--- config.mk ---
export PLATFORM = sky130hd
export DESIGN_NAME = spi_flash_ctrl
export DESIGN_NICKNAME = d
export VERILOG_FILES = /design/src/rtl/spi_flash_ctrl.sv
export SDC_FILE = /design/constraint.sdc
export NUM_CORES = 1
export LEC_CHECK = 0
export CAP_MARGIN = 20
export CORE_ASPECT_RATIO = 1.5
export CORE_MARGIN = 5
export CORE_UTILIZATION = 35
export CTS_CLUSTER_DIAMETER = 60
export DETAILED_ROUTE_END_ITERATION = 8
export DONT_BUFFER_PORTS = 1
export SETUP_SLACK_MARGIN = 0.1
export SLEW_MARGIN = 10
export SYNTH_ARGS = -nofsm -noshare
export SYNTH_HDL_FRONTEND = slang
export SYNTH_SLANG_ARGS = --single-unit
--- constraint.sdc ---
create_clock -name clk -period 2.5 [get_ports clk]
set_clock_uncertainty 0.15 [all_clocks]
set_input_delay 0.5 -clock clk [delete_from_list [all_inputs] [get_ports clk]]
set_output_delay 0.5 -clock clk [all_outputs]
set_load 0.02 [all_outputs]
--- src/rtl/spi_flash_ctrl.sv ---
// Memory-mapped read controller for a single-bit SPI flash (mode 0, READ 0x03).
// Define FLASH_FAST_READ_EN to issue FAST_READ 0x0B with 8 dummy clocks instead.
module spi_flash_ctrl #(
  parameter int unsigned DIVIDER = 1,
  parameter int unsigned CS_HIGH = 4
) (
  input  logic        clk,
  input  logic        reset,
  input  logic        sel_in,
  input  logic [23:0] address_in,
  output logic [31:0] read_value_out,
  output logic        ready_out,
  output logic        flash_clk,
  output logic        flash_csn,
  output logic        flash_io0_en,
  output logic        flash_io0_out,
  input  logic        flash_io1_in
);

  // state | meaning
  // IDLE  | csn high, waiting for sel_in
  // START | csn low, command/address loaded, first MOSI bit presented
  // SHIFT | clocking command, address, (dummy,) data bits MSB first
  // DONE  | ready_out pulse with the assembled word
  // DESEL | csn held high for CS_HIGH cycles

`ifdef FLASH_FAST_READ_EN
  localparam logic [7:0]  CMD   = 8'h0B;
  localparam int unsigned NBITS = 72;
`else
  localparam logic [7:0]  CMD   = 8'h03;
  localparam int unsigned NBITS = 64;
`endif
  localparam int unsigned CMAX     = (DIVIDER > CS_HIGH) ? DIVIDER : CS_HIGH;
  localparam int unsigned CW       = $clog2(CMAX + 1);
  localparam logic [CW-1:0] DIV_LD = CW'(DIVIDER);
  localparam logic [CW-1:0] CSH_LD = CW'(CS_HIGH);
  localparam logic [CW-1:0] ONE    = CW'(1);
  localparam logic [6:0] LAST_BIT  = 7'(NBITS - 1);
  localparam logic [6:0] DATA_BIT  = 7'(NBITS - 32);

  typedef enum logic [2:0] {IDLE, START, SHIFT, DONE, DESEL} state_e;

  state_e        state_q;
  logic [CW-1:0] cnt_q;
  logic [6:0]    bit_q;
  logic [31:0]   tx_q;
  logic [31:0]   rx_q;
  logic [31:0]   rdata_q;
  logic          fclk_q, csn_q, io0_en_q, io0_q, ready_q;

  always_ff @(posedge clk) begin
    if (reset) begin
      state_q  <= DESEL;
      cnt_q    <= CSH_LD;
      bit_q    <= '0;
      tx_q     <= '0;
      rx_q     <= '0;
      rdata_q  <= '0;
      fclk_q   <= 1'b0;
      csn_q    <= 1'b1;
      io0_en_q <= 1'b0;
      io0_q    <= 1'b0;
      ready_q  <= 1'b0;
    end else begin
      case (state_q)
        IDLE: begin
          if (sel_in) begin
            state_q  <= START;
            tx_q     <= {CMD, address_in};
            io0_q    <= CMD[7];
            io0_en_q <= 1'b1;
            csn_q    <= 1'b0;
            fclk_q   <= 1'b0;
            bit_q    <= '0;
            cnt_q    <= DIV_LD;
          end
        end
        START, SHIFT: begin
          if (!sel_in) begin
            state_q  <= DESEL;
            cnt_q    <= CSH_LD;
            csn_q    <= 1'b1;
            fclk_q   <= 1'b0;
            io0_en_q <= 1'b0;
            io0_q    <= 1'b0;
          end else if (state_q == START) begin
            state_q <= SHIFT;
          end else if (cnt_q != ONE) begin
            cnt_q <= cnt_q - ONE;
          end else begin
            cnt_q  <= DIV_LD;
            fclk_q <= ~fclk_q;
            if (!fclk_q) begin
              if (bit_q >= DATA_BIT) rx_q <= {rx_q[30:0], flash_io1_in};
            end else if (bit_q == LAST_BIT) begin
              state_q  <= DONE;
              ready_q  <= 1'b1;
              rdata_q  <= {rx_q[7:0], rx_q[15:8], rx_q[23:16], rx_q[31:24]};
              io0_en_q <= 1'b0;
              io0_q    <= 1'b0;
            end else begin
              // tx zero-fills, so MOSI naturally idles low after the address
              bit_q    <= bit_q + 7'd1;
              tx_q     <= {tx_q[30:0], 1'b0};
              io0_q    <= tx_q[30];
              io0_en_q <= (bit_q < 7'd31);
            end
          end
        end
        DONE: begin
          state_q <= DESEL;
          cnt_q   <= CSH_LD;
          ready_q <= 1'b0;
          rdata_q <= '0;
          csn_q   <= 1'b1;
        end
        DESEL: begin
          if (cnt_q == ONE) state_q <= IDLE;
          else              cnt_q   <= cnt_q - ONE;
        end
        default: begin
          state_q <= DESEL;
          cnt_q   <= CSH_LD;
        end
      endcase
    end
  end

  assign read_value_out = rdata_q;
  assign ready_out      = ready_q;
  assign flash_clk      = fclk_q;
  assign flash_csn      = csn_q;
  assign flash_io0_en   = io0_en_q;
  assign flash_io0_out  = io0_q;

endmodule

# Word level (Yosys, flattened, before mapping)
# Cells that the tools add are included.
# Widths: inputs -> output; s select.
dict set report word_totals {
  register_bits 113
  in_bits 28
  elab_cells 113
}
dict set report op_classes {
  add_sub_neg 2
  magnitude_cmp 2
  eq_ne 23
  n_mux 59
  bitwise 3
  n_reduce_logical 13
}
# cell count
set ops {}
lappend ops {{$mux 31} 6}
lappend ops {{$mux 32} 5}
lappend ops {{$pmux 32 s2} 1}
lappend ops {{$pmux 31 s2} 1}
lappend ops {{$mux 7} 6}
lappend ops {{$mux 3} 11}
lappend ops {{$mux 1} 21}
lappend ops {{$ne 2x2->1 const B} 10}
lappend ops {{$pmux 3 s3} 2}
lappend ops {{$pmux 7 s2} 1}
lappend ops {{$ne 4x4->1 const B} 3}
lappend ops {{$reduce_and 6->1} 2}
lappend ops {{$reduce_and 5->1} 2}
lappend ops {{$ne 3x3->1 const B} 3}
lappend ops {{$pmux 1 s2} 4}
lappend ops {{$add 7x1->7 const B} 1}
lappend ops {{$eq 7x6->1 const B} 1}
lappend ops {{$ge 7x6->1 const B} 1}
lappend ops {{$lt 7x5->1 const B} 1}
lappend ops {{$reduce_and 7->1} 1}
lappend ops {{$eq 3x1->1 const B} 2}
lappend ops {{$eq 3x2->1 const B} 2}
lappend ops {{$reduce_and 3->1} 2}
lappend ops {{$reduce_and 4->1} 1}
lappend ops {{other kinds (9)} 12}

# Logic depth before layout (Yosys ltp)
dict set report depth {
  word_depth 7
  mapped_depth 8
  ltp_nobuf 6
}

# Worst setup path before layout
# No wires, ideal clock.
dict set report synth_path {
  path_type {flip-flop to flip-flop}
  start {register bit_q[0]}
  end {register rdata_q[7], in the netlist read_value_out[7]}
  setup_ns 0.117
  arrival_ns 1.617
  slack_ns 0.616
  stages_incl_launch_ff 7
  n_path_buf 1
  path_cell_list {dfxtp_1 ha_1 nand3_1 o41ai_1 o21ai_1 buf_2 a22o_1}
}
dict set report synth_via {
  elab_chain_len 3
}
# element line
set synth_rtl {}
lappend synth_rtl {{start, declared} 46} ;# logic [6:0] bit_q;
lappend synth_rtl {{start signal, assigned} 104} ;# bit_q <= bit_q + 7'd1;
lappend synth_rtl {{$eq 7x6->1} 96} ;# end else if (bit_q == LAST_BIT) begin
lappend synth_rtl {{$ne 2x2->1 (no line)} n/a}
lappend synth_rtl {{$reduce_and 6->1 (no line)} n/a}
lappend synth_rtl {{end signal, assigned} 99} ;# rdata_q <= {rx_q[7:0], rx_q[15:8], rx_q[23:16], rx_q[31:24]};
lappend synth_rtl {{end, declared} 49} ;# logic [31:0] rdata_q;
# Every way passes these cells.
# A chain may end at the register's enable or synchronous reset.

# Final worst setup path
dict set report layout_path {
  start {register state_q[1]}
  end {register tx_q[27]}
}
dict set report layout_via {
  elab_chain_len 4
  word_cells_on_any_way 13
  classes_between {8 x eq/ne; 1 x mux; 4 x reduce/logical}
}
# element line
set layout_rtl {}
lappend layout_rtl {{start, declared} 44} ;# state_e state_q;
lappend layout_rtl {{start signal, assigned} 54} ;# state_q <= DESEL;
lappend layout_rtl {{start signal, assigned} 69} ;# state_q <= START;
lappend layout_rtl {{start signal, assigned} 81} ;# state_q <= DESEL;
lappend layout_rtl {{$eq 3x1->1 or $eq 3x2->1 (tied branches)} {66, 87}}
lappend layout_rtl {{$reduce_or 2->1} 66} ;# case (state_q)
lappend layout_rtl {{$ne 2x2->1 (no line) or $reduce_bool 2->1 (tied branches)} n/a}
lappend layout_rtl {{$reduce_and 7->1 (no line)} n/a}
lappend layout_rtl {{end signal, assigned} 70} ;# tx_q <= {CMD, address_in};
lappend layout_rtl {{end signal, assigned} 105} ;# tx_q <= {tx_q[30:0], 1'b0};
lappend layout_rtl {{end, declared} 47} ;# logic [31:0] tx_q;
# Parallel ways exist; a longest one is shown, timed or not.

==> flow_summary_export.csv <==
group,metric,value,unit
logic_synthesis,ys_ff_latch,113,
worst_setup_path,ff2ff_path_depth,3,
clocking,cts_tree,"done",
floorplan,io_pins,65,
worst_setup_path,cp_num_cells,3,
pwr,power.leakage,0.002040,µW
route,drc,0,
sta,rsz0062_at_grt,"no",
place,gp_congestion,0.7539,
sta,maxSlewViolCount,0,
pwr,peakVddDrop,0.3311,mV
route,antenna_left,0,
sta,fin_crit,2.200,ns
grt,grt_pass1_vias,3427,
pwr,p_per_area,863.2,mW/mm²
place,placed_cells_incl_taps,618,
worst_setup_path,crit_family,"simple AND/OR/NAND/NOR gates",
route,dr.pass1.iters,4,
floorplan,core_area,0.01302,mm²
worst_setup_path,crit_buf_inv,0,
logic_synthesis,synth_ff_type,"dfxtp_1",
sta,max-slew-margin-rel,0.5897,
route,dr.first_iter.drc_count,221,
place,place_area,0.004771,mm²
route,wl_met3,478,µm
clocking,post_cts_buffers,0,
route,highest_layer,"met4",
worst_setup_path,critPathCaptureType,"flop",
grt,gr-total-overflow,0,
route,vias,3500,
floorplan,row_count,51,
worst_setup_path,crit_arrival,2.34,ns
logic_synthesis,syn_nets,521,
worst_setup_path,path_class,"reg -> reg",
grt,grt_max_degree,69,
sta,setup_viol,0,
layout,final_common_cell,"dfxtp_1",
worst_setup_path,required,2.64,ns
pwr,totalPowerFinal,4656,µW
grt,antenna_found_initial,0,
worst_setup_path,critPathLaunchType,"flop",
clocking,cts-buffers-inserted,17,
sta,fmax,0.4546,GHz
layout,diodes,0,
route,wl,10.06,mm
route,viasPerCell,5.360,
logic_synthesis,yosys.area.top_type,"dfxtp_1",
layout,nNetsFinal,512,
sta,fin_tns_setup,0,ns
logic_synthesis,synthDistinctLibCells,61,
grt,grt_usage,0.1294,
route,wl_per_cell,15.40,µm
logic_synthesis,synth_async_sr_flop_share,0,
clocking,cts_htree_levels,4,
flow_run,cap_violations,0,
layout,layout_common_cells,"113 x dfxtp_1, 79 x nand2_1, 39 x a21oi_1",
logic_synthesis,synth-seq-area-share,0.4845,
layout,area_growth,15.51,%
floorplan,die_height,151.5,µm
min_path,whs_path_depth,1,
clocking,path_clk_slew,0.06,ns
route,met1Wirelength,4.330,mm
worst_setup_path,crit_slowest_cell,"or4_1",
clocking,ctsRootBufferMaster,"clkbuf_16",
place,port_buffers,0,
status,outcome,"completed",
route,wl_met2,5.099,mm
floorplan,start_util,0.3587,
floorplan,dieWidth,104.3,µm
worst_setup_path,crit_chain,"or4_1 -> nand2_4 -> mux2_1",
clocking,clock_path_buffers,2,
place,place_hpwl,6.262,mm
logic_synthesis,synthDominantCellAreaShare,0.4845,
grt,grt_first_pass_wirelength,16.55,mm
logic_synthesis,syn_inst,490,
worst_setup_path,slowest_delay,0.75,ns
clocking,clock_sinks,113,
logic_synthesis,syn_area_per_cell,9.530,µm²
min_path,hp-class,"in -> reg",
logic_synthesis,synth-edff-count,0,
floorplan,dieArea,0.01580,mm²
sta,hold_violations,0,
sta,tightest_slew,0.6146,ns
layout,design_area,0.005394,mm²
sta,hold_ws,0.02194,ns
clocking,clk_latency,0.41,ns
layout,fin_cells,653,
worst_setup_path,critPathMaxFanout,21,
logic_synthesis,synth.area.top_cells,"dfxtp_1 48%, nand2_1 6.4%, a22o_1 6.2%",
sta,period_share,0.8798,
logic_synthesis,ys_warn_count,0,
logic_synthesis,syn_area,0.004669,mm²
layout,drive_above_1_share,0.1296,
-- sequential cells by signal, indices dropped and copies added (netlist names) --
signal          flops
read_value_out     32
rx_q               32
tx_q               31
bit_q               7
cnt_q               3
state_q             3
flash_clk           1
flash_csn           1
flash_io0_en        1
flash_io0_out       1
ready_out           1
-- metal layers --
layer  vias up  track usage
met5         -            0
met4         0      0.05574
met3        11      0.03985
met2        69       0.2265
met1      1665       0.1449
li1       1755            -
-- path summary, 6_finish.rpt --
kind | start | endpoint | slack, ns
setup reg to reg | state_q[1] | tx_q[27] | 0.30
hold / removal | reset | flash_io0_en | 0.02
setup / recovery | state_q[1] | tx_q[27] | 0.30
hold reg to reg | rx_q[31] | rx_q[31] | 0.30
-- cells by family after synthesis --
| logic type | share of synthesized area |
|---|---|
| simple gates | 0.1610 |
| compound gates | 0.2211 |
| flops | 0.4845 |
| buf+inv | 0.05413 |
| mux | 0.06726 |
| fa+ha+maj | 0.01018 |
| xor+xnor | 0.001876 |
-- cells in the mapped netlist, types with 3 or more instances --
cell type,n
inv_1,7
nor2b_1,5
dfxtp_1,113
clkbuf_1,15
a221oi_1,13
a211oi_1,5
nand2_1,79
a21oi_1,39
o21ai_0,5
nand3_1,9
nand2b_1,5
nor3_1,5
nor2_1,35
a221oi_2,10
buf_6,3
a22o_1,33
buf_2,21
mux2i_1,28
ha_1,3
-- stage by stage --
stage	util	setup slack, ns
floorplan	-	0.6159
global placement	0.3665	0.3702
detailed placement	0.3665	0.2987
CTS	0.4114	0.2994
global route	0.4144	0.1445
finish	0.4144	0.3004
-- worst reg2reg max path, cell delays in order (launching register included) --
cell,delay (ns)
dfxtp_1,0.50
or4_1,0.75
nand2_4,0.32
mux2_1,0.36
-- cell type report --
class | instances | area [µm²]
fill | 1315 | 7624
sequential | 113 | 2262
multi-input combinational | 328 | 2185
clock buffer | 17 | 425.4
tap | 159 | 198.9
clock inverter | 15 | 158.9
timing repair buffer | 14 | 137.6
inverter | 7 | 26.28
-- where the power goes --
group / switching [µW] / internal, µW / leakage (µW)
sequential: 73.5 / 1880 / 0.000912
clock: 876 / 1470 / 0.000280
combinational: 183 / 174 / 0.000848
total: 1130 / 3520 / 0.00204
-- repair_timing --
item	in CTS	in global routing
hold buffers	0	3
endpoints found under the hold margin	0	2
resized for setup	0	1
endpoints found under the setup margin	0	1
Power figures use the tool's default switching activity.
